==> src/rtl/fht_frame_loader.sv <==
// fht_frame_loader: streams ADC samples into the 4-bank FHT RAM, ping-pongs two frame buffers and issues FHT starts
module fht_frame_loader #(
    parameter int N = 1024,
    parameter int BANKS = 4,
    parameter int D_BIT = 16,
    localparam int A_BIT = $clog2(N / BANKS)
) (
    input  logic               iCLK,
    input  logic               iRESET,
    input  logic               iARM,
    input  logic               iCONT,
    input  logic               iVALID,
    input  logic [D_BIT-2:0]   iDATA,
    output logic               oREADY,
    output logic [BANKS-1:0]   oWE,
    output logic [A_BIT-1:0]   oADDR,
    output logic [D_BIT-1:0]   oDATA,
    output logic               oBUF,
    output logic               oSTART,
    output logic               oSTART_BUF,
    input  logic               iFHT_DONE,
    output logic [1:0]         oBUSY,
    output logic               oOVF
);
    localparam int LN = $clog2(N);
    localparam int LB = $clog2(BANKS);

    typedef enum logic {IDLE, FILL} state_t;

    state_t             state_q, state_d;
    logic [LN-1:0]      cnt_q, cnt_d;
    logic               wr_buf_q, wr_buf_d;
    logic [1:0]         busy_q, busy_d;
    logic               fht_active_q, fht_active_d;
    logic               fht_buf_q, fht_buf_d;
    logic               q0_q, q0_d, q1_q, q1_d;
    logic [1:0]         q_n_q, q_n_d;
    logic [BANKS-1:0]   we_q, we_d;
    logic [A_BIT-1:0]   addr_q, addr_d;
    logic [D_BIT-1:0]   data_q, data_d;
    logic               wbuf_q, wbuf_d;
    logic               start_q, start_d;
    logic               start_buf_q, start_buf_d;
    logic               ovf_q, ovf_d;
    logic               acc, last, pop, done;
    logic [LB-1:0]      top, bank;

    assign oREADY     = (state_q == FILL) && !busy_q[wr_buf_q];
    assign oWE        = we_q;
    assign oADDR      = addr_q;
    assign oDATA      = data_q;
    assign oBUF       = wbuf_q;
    assign oSTART     = start_q;
    assign oSTART_BUF = start_buf_q;
    assign oBUSY      = busy_q;
    assign oOVF       = ovf_q;

    // Next-state logic: fill counter, buffer ownership, start queue and registered write/start outputs
    always_comb begin
        acc  = iVALID && oREADY;
        last = acc && (cnt_q == LN'(N - 1));
        pop  = !fht_active_q && (q_n_q != 2'd0);
        done = iFHT_DONE && fht_active_q;
        top  = cnt_q[LN-1 -: LB];
        bank = '0;
        for (int i = 0; i < LB; i++) bank[i] = top[LB-1-i];
        state_d  = state_q;
        cnt_d    = cnt_q;
        wr_buf_d = wr_buf_q;
        busy_d   = busy_q;
        if (state_q == IDLE && iARM) begin
            state_d = FILL;
            cnt_d   = '0;
        end
        if (acc) cnt_d = last ? '0 : cnt_q + 1'b1;
        if (last) begin
            busy_d[wr_buf_q] = 1'b1;
            wr_buf_d         = !wr_buf_q;
            state_d          = iCONT ? FILL : IDLE;
        end
        if (done) busy_d[fht_buf_q] = 1'b0;
        // Two-entry frame-order queue: pop the oldest, then append the just-completed buffer
        q0_d  = pop ? q1_q : q0_q;
        q1_d  = q1_q;
        q_n_d = q_n_q - {1'b0, pop};
        if (last) begin
            if (q_n_d == 2'd0) q0_d = wr_buf_q;
            else q1_d = wr_buf_q;
            q_n_d = q_n_d + 2'd1;
        end
        fht_active_d = pop ? 1'b1 : done ? 1'b0 : fht_active_q;
        fht_buf_d    = pop ? q0_q : fht_buf_q;
        start_d      = pop;
        start_buf_d  = pop ? q0_q : start_buf_q;
        we_d         = acc ? (BANKS'(1) << bank) : '0;
        addr_d       = acc ? cnt_q[A_BIT-1:0] : addr_q;
        data_d       = acc ? {iDATA[D_BIT-2], iDATA} : data_q;
        wbuf_d       = acc ? wr_buf_q : wbuf_q;
        ovf_d        = (state_q == FILL && iVALID && !oREADY) ? 1'b1 : iARM ? 1'b0 : ovf_q;
    end

    // State and output registers; reset discards any partial frame and queued starts
    always_ff @(posedge iCLK or posedge iRESET) begin
        if (iRESET) begin
            state_q      <= IDLE;
            cnt_q        <= '0;
            wr_buf_q     <= 1'b0;
            busy_q       <= '0;
            fht_active_q <= 1'b0;
            fht_buf_q    <= 1'b0;
            q0_q         <= 1'b0;
            q1_q         <= 1'b0;
            q_n_q        <= '0;
            we_q         <= '0;
            addr_q       <= '0;
            data_q       <= '0;
            wbuf_q       <= 1'b0;
            start_q      <= 1'b0;
            start_buf_q  <= 1'b0;
            ovf_q        <= 1'b0;
        end else begin
            state_q      <= state_d;
            cnt_q        <= cnt_d;
            wr_buf_q     <= wr_buf_d;
            busy_q       <= busy_d;
            fht_active_q <= fht_active_d;
            fht_buf_q    <= fht_buf_d;
            q0_q         <= q0_d;
            q1_q         <= q1_d;
            q_n_q        <= q_n_d;
            we_q         <= we_d;
            addr_q       <= addr_d;
            data_q       <= data_d;
            wbuf_q       <= wbuf_d;
            start_q      <= start_d;
            start_buf_q  <= start_buf_d;
            ovf_q        <= ovf_d;
        end
    end
endmodule

==> config.mk <==
export PLATFORM = sky130hd
export DESIGN_NAME = fht_frame_loader
export DESIGN_NICKNAME = d
export VERILOG_FILES = /design/src/rtl/fht_frame_loader.sv
export SDC_FILE = /design/constraint.sdc
export NUM_CORES = 1
export LEC_CHECK = 0
export BUFFER_PORTS_ARGS = -buffer_cell sky130_fd_sc_hd__buf_2
export CORE_ASPECT_RATIO = 1.75
export CORE_MARGIN = 2
export CORE_UTILIZATION = 52
export CTS_CLUSTER_SIZE = 24
export DETAILED_ROUTE_END_ITERATION = 8
export PLACE_DENSITY = 0.83
export SYNTH_ARGS = -nofsm -noshare
export SYNTH_HDL_FRONTEND = slang
export SYNTH_SLANG_ARGS = --single-unit
export TNS_END_PERCENT = 1
==> constraint.sdc <==
create_clock -name iCLK -period 2.6 [get_ports iCLK]
set_input_delay 0.13 -clock iCLK [delete_from_list [all_inputs] [get_ports iCLK]]
set_output_delay 0.13 -clock iCLK [all_outputs]
set_load 0.05 [all_outputs]
**Word level (Yosys, flattened, before mapping)**

Index checks and enable logic that the tools add are counted.

- Bits in registers: 50
- Latch bits: 0
- RAM bits: 0
- Memory bits (read-only): 0
- Output and inout bits: 35
- Logic and storage cells: 73
- Memories kept: 0

- Add/sub/neg operators: 3
- $mul: 0
- Divide/modulo/power cells: 0
- Order comparisons: 4
- Equality and inequality tests: 1
- Shift operators: 1
- Multiplexer cells: 23
- Bitwise gates (word level): 5
- Reduce and logical (&&, ||, !) cells: 21

Operator list:

| operator | count |
|---|---|
| 10-bit 2-to-1 mux | 3 |
| 1-bit 2-to-1 mux | 14 |
| 10-bit by 1-bit adder with 10-bit output (second input constant) | 1 |
| 10-bit equality test (second input constant) | 1 |
| 1-bit logical AND | 10 |
| 2-bit nonzero test | 5 |
| 2-bit 2-to-1 mux | 3 |
| 1-bit logical NOT | 4 |
| 1-bit by 2-bit < comparator with 1-bit output (second input constant) | 2 |
| 4-bit 2-to-1 mux | 1 |
| 1-bit by 2-bit << shifter with 4-bit output (first input constant) | 1 |
| 2-bit by 1-bit adder with 2-bit output (second input constant) | 1 |
| 2-bit AND | 1 |
| 1-bit demux with 1-bit select | 2 |
| 1-bit >= comparator (second input constant) | 2 |
| 2-bit logical NOT | 1 |
| 1-bit inverter | 2 |
| 2-bit inverter | 1 |
| 2-bit bitwise OR | 1 |
| 2-bit AND reduction | 1 |
| 2-bit by 1-bit subtractor with 2-bit output | 1 |

**Logic depth before layout (Yosys ltp)**

- Depth in word-level cells: 9
- Gate-level depth with buffers: 7

**Least setup slack after synthesis**

No wires, ideal clock.

- Path type: reg-to-reg
- Start point: register q_n_q[1]
- End point: register q1_q
- Setup time: 0.128 ns
- Arrival: 1.677 ns
- Path slack: 0.795 ns
- Stages on the path, launching flop included: 7
- Path buffers: 0
- Period minus slack after synthesis: 1.805 ns
- Path through: dfrtp_1 o21bai_1 inv_1 ha_1 ha_1 nor2_1 mux2_1

- Word-level cells in the longest chain between the ends: 6

Ends and longest elaborated chain:

| what | RTL line | text |
|---|---|---|
| start: declaration | 37 | `logic [1:0] q_n_q, q_n_d;` |
| start signal: assignment | 130 | `q_n_q <= q_n_d;` |
| 2-bit nonzero test | 62 | `pop = !fht_active_q && (q_n_q != 2'd0);` |
| 1-bit logical AND | 62 |  |
| 2-bit by 1-bit subtractor with 2-bit output * | 85 | `q_n_d = q_n_q - {1'b0, pop};` |
| 2-bit logical NOT * | 87 | `if (q_n_d == 2'd0) q0_d = wr_buf_q;` |
| 1-bit inverter (no line) * | - |  |
| 2-bit AND reduction (no line) * | - |  |
| end signal: assignment | 129 | `q1_q <= q1_d;` |
| end: declaration | 36 | `logic q0_q, q0_d, q1_q, q1_d;` |

Mark *: on every way between the ends. The rest lies on a longest branch, timed or not.
A chain may end at the register's enable or synchronous reset.

**Worst setup path in the final report**

Ends and elaborated chain as after synthesis.

==> metrics.cfg <==
[placement]
gp_congestion = 0.7628
io_buffers = 55
place_hpwl_mm = 3.069

[critical_path]
path_max_fanout = 3
cp.arrival_ps = 2130
startpoint_type = flop
rr_endpoint = q1_q$_DFFE_PP0P_
path_delay_family = adder cells
path_cells = o21bai_1, inv_1, ha_1, xnor2_1, ha_1, nor2_1, mux2_1
startpoint = q_n_q[1]$_DFF_PP0_
reg2reg_from = q_n_q[1]$_DFF_PP0_
max_stage_delay_ps = 420
worstPathRequired_ps = 2780
crit_type = reg2reg
r2r_slack_ps = 660
worstRegToRegCells = 7
crit_slowest_cell = dfrtp_1
path_buf_inv = 1
endpoint_kind = flop
critPathMostFrequentCell = ha_1

[finish]
antenna_cells = 0
multi_input_area_sq_um = 833.3
final_util_pct = 62.43
nets = 300
fillCellCount = 355
layout-drive-gt1-share_pct = 25.36
syn_to_final_growth_pct = 16.38
regArea_sq_um = 1251

[floorplanning]
ios = 56
die_h_um = 89.75
die_w_um = 53.00
rows = 31
start_util_pct = 53.64
die-area_sq_um = 4756
core_sq_um = 4073

[route]
first_iter_violations = 31
ant_nets = 0
num_vias = 1698
totalWireLength_mm = 4.329
via_per_inst = 5.225
detail_route.first_pass.iterations = 4
drc = 0
routedWlPerCell_um = 13.32

[timing]
fin_worst_skew_ps = 5.514
fmax_mhz = 514.7
fin_tns_setup_ps = 0
slew_viol_final = 0
finalHoldViolCount = 0
rsz0062_at_grt = false
fin_crit_ps = 1943
relSlewSlack_pct = 32.46
finalSetupViolations = 0
tightest_slew_ps = 1012
post-route-period-util_pct = 74.72

[run_status]
status = completed

[power_and_ir_drop]
power_mw = 1.994
power.leakage_nw = 1.393
power_density_nw_per_um2 = 784.4
ir_drop_v = 0.0006440

[clock_tree]
cts_max_level = 2
cts_buffer_depth = 2
tritoncts = done
cts.hold.buffers_added = 0
clock-sinks = 50
post-cts-setup-buffers = 0
clk-insertion-delay-late_ps = 300
cts_made_buffers = 5
clk_pin_slew_ps = 90
root_buffer = clkbuf_8
ctsResizeCount = 0

[synthesis]
synthAdderAreaFrac_pct = 1.718
synth_top_family_by_area = simple AND/OR/NAND/NOR gates
syn-num-nets = 248
avgSynthCellArea_sq_um = 9.753
synth_ff_type = dfrtp_1
muxShareOfSynthArea_pct = 2.463
synth_area_leader_cell = dfrtp_1
synth_compound_area_share_pct = 8.133
synth_seq_cells = 50
synth_edf_count = 0
synth.area.top_cells = dfrtp_1 57%, nand2_1 15%, a31oi_1 2.3%
ys_warn_count = 0
synth_cells = 224
yosysUniqueCellTypes = 35
yosysSeqAreaShare_pct = 57.27
yosysMostFrequentCell = nand2_1
synthArstFlopShare_pct = 100.0
netlist.area_leader.share_pct = 57.27
synthTopCellsByCount = 87 x nand2_1, 50 x dfrtp_1, 8 x a31oi_1, 8 x buf_2
synth_xor_area_share_pct = 2.005
synthSimpleGateAreaFrac_pct = 23.83
syn-cell-area_sq_um = 2185

[grt]
grt_max_degree = 51
grt_pass1_vias = 1697
grt_usage_pct = 20.47
grt.overflow.total = 0
grt_pass1_wl_mm = 7.410
antenna_found_initial = 0

[hold_path]
min_path_type = in2reg
holdPathEnd = oDATA[13]$_DFFE_PP0P_
min_from = iDATA[13]
hold_depth = 3

[flow_run]
cap_violations = 0

flip-flops by register name, summed over array words and instances, names as in the netlist, 2 cells and up:
register and flops:
oWE 4, oBUSY 2, q_n_q 2, oADDR 8, oDATA 15, cnt_q 10
worst min-delay path, cell delays in order:
cell     delay (ps)
buf_2            80
nand2_1          40
nand2_1          40
through the flow:
stage          cells  hold WS (ps)  cell area [sq um]  worst slack [ps]
6_report         325         17.54               2542             657.2
5_1_grt          325         12.36               2542             526.8
4_1_cts          325         17.26               2542             645.9
3_5_place_dp     318         325.3               2462             659.8
3_3_place_gp     318         320.9               2462             739.4
2_1_floorplan    224         234.1               2185             795.2
per-layer routing:
layer  track usage (%)  part of all wire (%)
met5                 0                     0
met4             6.838                   1.4
met3             4.485                   4.6
met2             34.48                    54
met1             25.17                    40
worst max-delay path by stage:
stage	endpoint	slack, ps	depth (start not counted)
3_5_place_dp	q1_q$_DFFE_PP0P_	660	7
6_report	q1_q$_DFFE_PP0P_	660	7
4_1_cts	q1_q$_DFFE_PP0P_	650	7
2_1_floorplan	q1_q$_DFFE_PP0P_	800	6
3_3_place_gp	q1_q$_DFFE_PP0P_	740	7
5_1_grt	q1_q$_DFFE_PP0P_	530	7
kinds of logic after synthesis:
| group | after synthesis |
|---|---|
| AND/OR/NAND/NOR | 117 |
| flip-flops | 50 |
| AO/OA/AOI/OAI | 27 |
| buffers and inverters | 18 |
| XOR/XNOR | 5 |
| multiplexers | 4 |
| adder cells (fa/ha/maj) | 3 |
layout by cell type, fill, tap and decap left out, types with 2 or more instances in the layout:
master    instances
nand3b_1          2
nand2_1          87
inv_1             4
buf_2            55
buf_4             3
xnor2_1           3
ha_1              3
a21oi_1           4
o22a_1            2
nand4_2           2
dfrtp_1          50
a31oi_1           8
o21ai_1           6
nor2_1            6
and3_1            2
or3_1             2
nand3_1           6
and4_1            3
mux2i_1           2
nor3_2            2
clkbuf_8          5
xor2_1            2
nor2b_1           2
report_power, final:
part / internal, mW / switching, mW
sequential: 0.889 / 0.0975
clock: 0.185 / 0.239
combinational: 0.174 / 0.409
total: 1.25 / 0.746
layout make-up:
class | instances | share of cell area, %
Clock buffer | 6 | 2.854
Tap cell | 49 | 2.411
Clock inverter | 1 | 0.2953
Inverter | 5 | 0.7382
Timing Repair Buffer | 58 | 11.71
Sequential cell | 50 | 49.21
Multi-Input combinational cell | 156 | 32.78
(Power assumes the default switching activity.)
